**config.mk**
```make
export PLATFORM = sky130hd
export DESIGN_NAME = indicator_position_to_meter
export DESIGN_NICKNAME = d
export VERILOG_FILES = /design/src/rtl/indicator_position_to_meter.sv
export SDC_FILE = /design/constraint.sdc
export NUM_CORES = 1
export LEC_CHECK = 0
export ABC_AREA = 0
export ABC_CLOCK_PERIOD_IN_PS = 5150
export BUFFER_PORTS_ARGS = -buffer_cell sky130_fd_sc_hd__buf_2
export CAP_MARGIN = 10
export CORE_AREA = 2 2 128 130
export DETAILED_ROUTE_END_ITERATION = 16
export DIE_AREA = 0 0 130 132
export SLEW_MARGIN = 30
export SYNTH_ARGS = -nofsm -noshare
export SYNTH_HDL_FRONTEND = slang
export SYNTH_SLANG_ARGS = --single-unit
```
**constraint.sdc**
```tcl
create_clock -name clk -period 5.15 [get_ports clk]
set_clock_uncertainty 0.2 [all_clocks]
set_input_delay 0.2575 -clock clk [delete_from_list [all_inputs] [get_ports clk]]
set_output_delay 0.2575 -clock clk [all_outputs]
set_load 0.05 [all_outputs]
```
**src/rtl/indicator_position_to_meter.sv**
```systemverilog
// Level-indicator position to 32-segment bar pattern with per-channel peak-hold dot.
// Left-channel patterns are bit-reversed so stereo bars grow outward from the centre.
module indicator_position_to_meter #(
  parameter int unsigned peak_hold_samples = 16
) (
  input  logic        clk,
  input  logic        reset,
  input  logic        i_valid,
  output logic        i_ready,
  input  logic [4:0]  i_position,
  input  logic        i_is_left,
  output logic        o_valid,
  input  logic        o_ready,
  output logic [31:0] o_meter
);

  // A hold count of zero still needs a one-bit counter to stay legal.
  localparam int HOLD_W = (peak_hold_samples == 0) ? 1 : $clog2(peak_hold_samples + 1);
  localparam logic [HOLD_W-1:0] HOLD_INIT = HOLD_W'(peak_hold_samples);

  typedef enum logic [1:0] {IDLE, CALC, OUT} state_t;

  state_t            state, state_nxt;
  logic              rdy_en;
  logic              accept;
  logic [4:0]        pos_p0;
  logic              is_left_p0;
  logic [4:0]        peak_q [2];
  logic [HOLD_W-1:0] hold_q [2];
  logic [4:0]        peak_cur, peak_upd;
  logic [HOLD_W-1:0] hold_cur, hold_upd;
  logic [31:0]       raw_upd, meter_upd;

  function automatic logic [4:0] decay_peak(input logic [4:0] peak, input logic [4:0] pos);
    logic [4:0] dec;
    dec = (peak == 5'd0) ? 5'd0 : peak - 5'd1;
    return (dec < pos) ? pos : dec;
  endfunction

  function automatic logic [31:0] bar_mask(input logic [4:0] pos);
    logic [31:0] m;
    m = '0;
    for (int i = 0; i < 32; i++) m[i] = (i <= int'(pos));
    return m;
  endfunction

  function automatic logic [31:0] bit_rev(input logic [31:0] v);
    logic [31:0] r;
    r = '0;
    for (int i = 0; i < 32; i++) r[i] = v[31-i];
    return r;
  endfunction

  assign i_ready = (state == IDLE) && rdy_en;
  assign o_valid = (state == OUT);
  assign accept  = i_valid && i_ready;

  always_comb begin
    state_nxt = state;
    case (state)
      IDLE:    if (accept)  state_nxt = CALC;
      CALC:                 state_nxt = OUT;
      OUT:     if (o_ready) state_nxt = IDLE;
      default:              state_nxt = IDLE;
    endcase
  end

  // CALC stage: peak update and pattern build for the latched channel
  always_comb begin
    peak_cur = peak_q[is_left_p0];
    hold_cur = hold_q[is_left_p0];
    peak_upd = peak_cur;
    hold_upd = hold_cur;
    if (pos_p0 >= peak_cur) begin
      peak_upd = pos_p0;
      hold_upd = HOLD_INIT;
    end else if (hold_cur != '0) begin
      hold_upd = hold_cur - 1'b1;
    end else begin
      peak_upd = decay_peak(peak_cur, pos_p0);
    end
    raw_upd   = bar_mask(pos_p0) | (32'd1 << peak_upd);
    meter_upd = is_left_p0 ? bit_rev(raw_upd) : raw_upd;
  end

  always_ff @(posedge clk) begin
    if (!reset) begin
      state     <= IDLE;
      rdy_en    <= 1'b0;
      o_meter   <= '0;
      peak_q[0] <= '0;
      peak_q[1] <= '0;
      hold_q[0] <= '0;
      hold_q[1] <= '0;
    end else begin
      state  <= state_nxt;
      rdy_en <= 1'b1;
      if (state == CALC) begin
        peak_q[is_left_p0] <= peak_upd;
        hold_q[is_left_p0] <= hold_upd;
        o_meter            <= meter_upd;
      end
    end
  end

  // Input capture stage
  always_ff @(posedge clk) begin
    if (accept) begin
      pos_p0     <= i_position;
      is_left_p0 <= i_is_left;
    end
  end

endmodule

```
==> results of run 1 <==
cells in the mapped netlist (all sizes together), types with 6 or more instances:
cell     n
buf      6
dfxtp   36
o311a    7
nor2    37
mux2i    8
nand2   52
clkbuf  20
a21oi   18
nor4     7
nor3    12
a21o     6
a31oi    9
ha       9
edfxtp  26
a211oi   7
inv     11
o211ai  18
o21ai   34
nand3   12
registers in the layout (all words and copies together) (netlist names), named ones only:
register / count
hold_q: 10
peak_q: 10
pos_p0: 5
o_meter: 32
state: 2
is_left_p0: 1
rdy_en: 1
power by group:
group	internal, W	switching [W]	leakage, nW
Clock	0.000401	0.000226	0.150
Combinational	0.000121	0.000272	1.04
Sequential	0.000536	0.0000256	0.557
cell type report:
| class | instances | area (um2) | share of cell area (%) |
|---|---|---|---|
| clock buffers | 13 | 260 | 5.58 |
| clock inverters | 3 | 41.3 | 0.885 |
| inverters | 12 | 45.0 | 0.965 |
| multi-input cells | 325 | 2230 | 47.7 |
| flip-flops and latches | 62 | 1500 | 32.2 |
| well taps | 216 | 270 | 5.79 |
| repair buffers | 55 | 323 | 6.92 |
cells by family (layout without fill, tap and decap cells):
group / count (synthesis) / in the layout
flops: 62 / 62
fa+ha+maj: 10 / 10
mux: 10 / 10
xor+xnor: 4 / 4
simple gates: 152 / 152
compound gates: 149 / 149
buf+inv: 38 / 83
stage by stage:
stage	hold WS [ps]	instance area, um2	worst slack [ps]
floorplan	85.2	3900	1270
global placement	251	4290	437
detailed placement	238	4290	258
CTS	14.2	4660	217
global route	35.1	4670	12.3
finish	30.3	4670	337
layout by cell type, fill, tap and decap left out, types with 5 or more instances in the layout:
cell type      Yosys  routed
a211oi_1           6       6
buf_2              1      43
mux2i_1            8       8
clkbuf_16          0       9
a21oi_1           13      13
ha_1               9       9
o211ai_1          18      18
nor3_1            10      10
buf_4              1       5
edfxtp_1          26      26
dlygate4sd3_1      0       7
nor2_1            37      36
a21o_1             6       6
dfxtp_1           36      36
inv_1             10      10
nand2_1           49      49
nor4_1             6       6
nand3_1           12      12
a32o_1             5       5
o311a_1            6       6
o21ai_0           30      29
a31oi_1            9       9
metal layers:
metal / wire length, um / share of wire (%) / global-route usage [%]
met2: 5670 / 46 / 23.1
met1: 5400 / 44 / 18.8
met5: 0 / 0 / 0
met3: 850 / 6.9 / 3.25
met4: 352 / 2.9 / 6.93
critical path, delay by kind of cell (launching register included):
family	cells	cell delay, ps
multiplexers	1	520
adder cells (fa/ha/maj)	3	890
flip-flops	1	800
buffers and inverters	1	80
AND/OR/NAND/NOR	4	1180
AO/OA/AOI/OAI	5	1050
repair_timing:
item                       in CTS  in global routing
hold buffers                    7                  0
gates resized for setup         0                  1
setup endpoints to repair       0                  2
hold endpoints to repair        7                  0
worst min path at each step:
stage	end	slack, ps	cells past startpoint
final	state[1]	30	3
after global routing	state[1]	40	3
after CTS	rdy_en	10	1
after detailed placement	pos_p0[4]	240	1
after global placement	pos_p0[0]	250	1
after floorplan	rdy_en	90	0
==> impl_metrics.ini, run 1 <==
[worst_hold_path]
hold_class = in2reg
hold_start = o_ready

[route]
drtIter0Drc = 391
remaining_drc_errors = 0
via_per_inst = 5.42
num_vias = 3715
ant_nets = 0
drtPass1Iterations = 5
wl_um = 12300
wl_per_cell_um = 17.9

[critical_path]
r2r_cells = 14
rrSetupSlack_ps = 340
path_cells = mux2i_1 > ha_1 > o211ai_1 > nand2_1 > inv_1 > ha_1 > o311a_1 > a21o_1 > maj3_2 > or2_1 > a21oi_4 > nand3_1 > or3_1 > a31oi_1
worstSetupEndpointType = flop
endpoint = o_meter[15]
crit_fanout = 18
cp-start-kind = flop
path_class = reg2reg
worst_path_max_delay_cell = dfxtp_1
worstPathArrival_ps = 4870
path_common_cell = ha_1
crit_required_ps = 5210
max_stage_delay_ps = 800
r2r_end = o_meter[15]

[synth]
synthSimpleGateAreaFrac_pct = 19.6
synth_compound_area_share_pct = 30.5
synth-edff-count = 26
synth_top_family_by_area = compound AO/OA/AOI/OAI gates
netlist_area_um2 = 3900
synthAdderAreaFrac_pct = 3.18
synth_nets = 444
ys_async_sr_fraction_pct = 0
synthMuxAreaShare_pct = 2.73
synthCells = 425
netlist.area_leader.share_pct = 20.0
yosys_warnings = 0
yosysSeqAreaShare_pct = 38.5
ys_types = 79
synth_area_leaders = edfxtp_1 (20%), dfxtp_1 (18%), nand2_1 (4.7%)
ys_seq_elements = 62
synth-main-ff-cell = dfxtp_1
yosysTopAreaCell = edfxtp_1
synth_xor_area_share_pct = 0.899
syn_area_per_cell_um2 = 9.17

[cells_and_area]
fillers = 1661
final_nets = 484
finalNonFillerCells = 686
drive_gt1_share_pct = 20.0
insertedDiodeCount = 0
synthToLayoutAreaGrowth_pct = 19.7
fin_util_pct = 29.7

[clocking]
post-cts-setup-buffers = 0
cts.clk_slew.worst_paths_ps = 60
cts-root-buf = clkbuf_16
insertion_delay_ps = 350
cts-htree-levels = 3
clock_path_buffers = 2
cts_tree = done
cts_buffers = 9
cts_sinks = 62

[job]
maxCapViolCount = 0

[timing]
max_slew.worst_pin.slew_ps = 820
period_share_pct = 93.5
hold_viol = 0
fmax_mhz = 208
tns_ps = 0
fin_crit_ps = 4810
rsz0062_at_grt = false
maxSlewHeadroom_pct = 45.3
finalSetupViolCount = 0
slew_violations = 0

[global_route]
first_global_vias = 3736
grt_max_degree = 23
grt_pass1_wl_um = 19500
grt_use_total_pct = 14.6
antenna_found_initial = 0
overflow = 0

[floorplanning]
initial_core_util_pct = 24.8
dieArea_um2 = 17200
coreArea_um2 = 15700
std_cell_rows = 46
die_w_um = 130
num_io_pins = 44
die_y_um = 132

[placed_design]
finalWeightedCongestion = 0.930
dpl.cell_count = 663
port_buffers = 43
hpwl_um = 8870

[pwr]
total_power_w = 0.00158
cellPowerDensity_nw_per_um2 = 339
ir_drop_uv = 169
power.leakage_nw = 1.74

[status]
status = complete, no violations
(Power assumes the default switching activity.)
==> run 2: changes to the inputs <==
--- a/config.mk
+++ b/config.mk
@@ -5,13 +5,13 @@
 export SDC_FILE = /design/constraint.sdc
 export NUM_CORES = 1
 export LEC_CHECK = 0
-export ABC_AREA = 0
+export ABC_AREA = 1
 export ABC_CLOCK_PERIOD_IN_PS = 5150
 export BUFFER_PORTS_ARGS = -buffer_cell sky130_fd_sc_hd__buf_2
 export CAP_MARGIN = 10
-export CORE_AREA = 2 2 128 130
+export CORE_AREA = 2 2 129 131
 export DETAILED_ROUTE_END_ITERATION = 16
-export DIE_AREA = 0 0 130 132
+export DIE_AREA = 0 0 131 133
 export SLEW_MARGIN = 30
 export SYNTH_ARGS = -nofsm -noshare
 export SYNTH_HDL_FRONTEND = slang
==> impl_metrics.ini, run 2 <==
[route]
wl_met1_um = 5070
wl_per_cell_um = 13.0
met3_length_um = 556
ant_nets = 0
drtIter0Drc = 267
wl_um = 11100
via_per_inst = 4.40
remaining_drc_errors = 0
drtPass1Iterations = 5
num_vias = 3761
highest_layer = met4
wl_met2_um = 5230

[synth]
synthTopCellsByCount = nand2_1 (180), nor2_1 (119), inv_1 (41), a21oi_1 (37), dfxtp_1 (36)
netlist.area_leader.share_pct = 19.8
synth_top_family_by_area = simple AND/OR/NAND/NOR gates
ys_types = 39
synthCells = 584
synth_compound_area_share_pct = 8.37
synth_area_leaders = edfxtp_1 (20%), dfxtp_1 (18%), nand2_1 (17%)
ys_seq_elements = 62
synthSimpleGateAreaFrac_pct = 41.7
yosysTopAreaCell = edfxtp_1
synthMuxAreaShare_pct = 1.01
yosysMostFrequentCell = nand2_1
ys_async_sr_fraction_pct = 0
synthAdderAreaFrac_pct = 2.85
syn_area_per_cell_um2 = 6.76
yosys_warnings = 0
synth_xor_area_share_pct = 0.665
netlist_area_um2 = 3950
synth_nets = 603
yosysSeqAreaShare_pct = 38.0
synth-edff-count = 26
synth-main-ff-cell = dfxtp_1

[pwr]
power.leakage_nw = 2.24
power.share.clock_pct = 40.5
p_int_w = 0.00102
switching_share_pct = 34.5
ir_drop_uv = 224
total_power_w = 0.00155
cellPowerDensity_nw_per_um2 = 327
p_sw_w = 0.000535
seqPwrFrac_pct = 35.6
p_comb_share_pct = 23.9

[floorplanning]
die_y_um = 133
dieArea_um2 = 17400
coreArea_um2 = 16200
initial_core_util_pct = 24.4
num_io_pins = 44
std_cell_rows = 47
die_w_um = 131

[clocking]
cts.clk_slew.worst_paths_ps = 60
insertion_delay_ps = 340
cts_tree = done
cts-root-buf = clkbuf_16
clock_path_buffers = 2
cts_sinks = 62
cts-htree-levels = 3
cts_buffers = 9

[timing]
rsz0062_at_grt = false
maxSlewHeadroom_pct = 57.5
hold_viol = 0
slew_violations = 0
max_slew.worst_pin.slew_ps = 636
tns_ps = 0
finalSetupViolCount = 0
fin_crit_ps = 4130
period_share_pct = 80.2
fmax_mhz = 242
layout_setup_ws_ps = 1020

[critical_path]
r2r_cells = 21
r2r_end = o_meter[31]
cp-start-kind = flop
worst_path_max_delay_cell = dfxtp_1
endpoint = o_meter[31]
crit_required_ps = 5180
path_common_cell = nand2_1
rrSetupSlack_ps = 1020
max_stage_delay_ps = 730
path_class = reg2reg
cp.depth = 21
worstSetupEndpointType = flop
crit_fanout = 13
worstPathArrival_ps = 4160
worst-path-buf-inv = 3
critPathTopFamily = simple AND/OR/NAND/NOR gates
path_cells = inv_2 > nand2_1 > nand2_2 > ha_1 > xor2_1 > nor2_1 > ha_1 > a21boi_1 > nand2_1 > nand2_1 > nand2_2 > nand2_4 > nand2_4 > nand3_2 > inv_1 > nor2_2 > nor2_1 > nand3_1 > o21ai_0 > o21ai_0 > inv_1

[global_route]
antenna_found_initial = 0
grt_use_total_pct = 13.7
grt_max_degree = 37
first_global_vias = 3679
grt_pass1_wl_um = 18700
overflow = 0

[placed_design]
finalWeightedCongestion = 0.920
dpl.cell_count = 831
port_buffers = 43
hpwl_um = 8140
dp_slack_ps = 1020

[cells_and_area]
reg_top3 = o_meter: 32 flops, hold_q: 10 flops, peak_q: 10 flops
insertedDiodeCount = 0
final_nets = 649
largest_reg_flops = 32
regMostFlops = o_meter
synthToLayoutAreaGrowth_pct = 20.3
fillers = 1786
mostFrequentLayoutCells = nand2_1 (180), nor2_1 (119), buf_2 (43)
final_common_cell = nand2_1
drive_gt1_share_pct = 16.9
finalNonFillerCells = 855

[worst_hold_path]
hold_class = in2reg

[status]
status = complete, no violations

[job]
maxCapViolCount = 0
[run 2: cell types whose count changed after synthesis, sizes merged, moves of 11 or more]
cell / before / now
nand2: 52 / 197
nor2: 37 / 131
inv: 11 / 46
a21oi: 18 / 38
o21ai: 34 / 15
o211ai: 18 / 1
nand3: 12 / 26
nand4: 4 / 15
[run 2: area by class of cell]
class                      instances  area [um2]  area share (%)
tap                              220         275            5.79
clock buffer                       9         225            4.74
timing repair buffer              54         318            6.69
multi-input combinational        452        2160            45.4
sequential                        62        1500            31.6
clock inverter                     7        80.1            1.69
inverter                          51         195            4.11
[run 2: metrics by stage]
stage	util, %	hold slack [ps]	area (um2)
2_1_floorplan	-	85.2	3950
3_3_place_gp	27.0	237	4360
3_5_place_dp	27.0	237	4370
4_1_cts	29.4	4.48	4750
5_1_grt	29.4	13.0	4750
6_report	29.4	8.72	4750
[run 2: timing repair]
item                      4_1_cts  5_1_grt
hold endpoints to repair        8        0
hold buffers                    8        0
gates resized for setup         0        0
setup buffers                   0        0
[run 2: tightest hold or removal path, delay by kind of cell]
kind / cells / cell delay (ps)
AND/OR/NAND/NOR: 2 / 90
buffers and inverters: 1 / 70
AO/OA/AOI/OAI: 1 / 70
[run 2: power groups by stage]
stage / registers (W) / clock network (W) / logic, W
2_1_floorplan: 0.000589 / 0 / 0.000263
3_3_place_gp: 0.000564 / 0 / 0.000362
3_5_place_dp: 0.000563 / 0 / 0.000361
4_1_cts: 0.000553 / 0.000642 / 0.000369
5_1_grt: 0.000556 / 0.000665 / 0.000412
6_report: 0.000553 / 0.000628 / 0.000371
[run 2: cell families (layout without fill, tap and decap cells)]
kind of cell             count (synthesis)  count (layout)
multiplexers                             4               4
flip-flops                              62              62
AO/OA/AOI/OAI                           60              60
adder cells (fa/ha/maj)                  9               9
AND/OR/NAND/NOR                        376             376
buffers and inverters                   70             121
XOR/XNOR                                 3               3
[run 2: worst min path at each step]
| stage | from | endpoint | slack, ps | cells past startpoint |
|---|---|---|---|---|
| 6_report | o_ready | state[1] | 9 | 4 |
| 5_1_grt | o_ready | state[1] | 10 | 4 |
| 4_1_cts | o_ready | state[1] | 4 | 4 |
| 3_5_place_dp | i_position[1] | pos_p0[1] | 240 | 1 |
| 3_3_place_gp | reset | rdy_en | 240 | 1 |
| 2_1_floorplan | reset | rdy_en | 90 | 0 |
[run 2: layer usage]
metal	global-route usage, %	up-vias
li1	-	1964
met1	17.6	1675
met2	22.3	101
met3	2.63	21
met4	5.67	0
met5	0	-
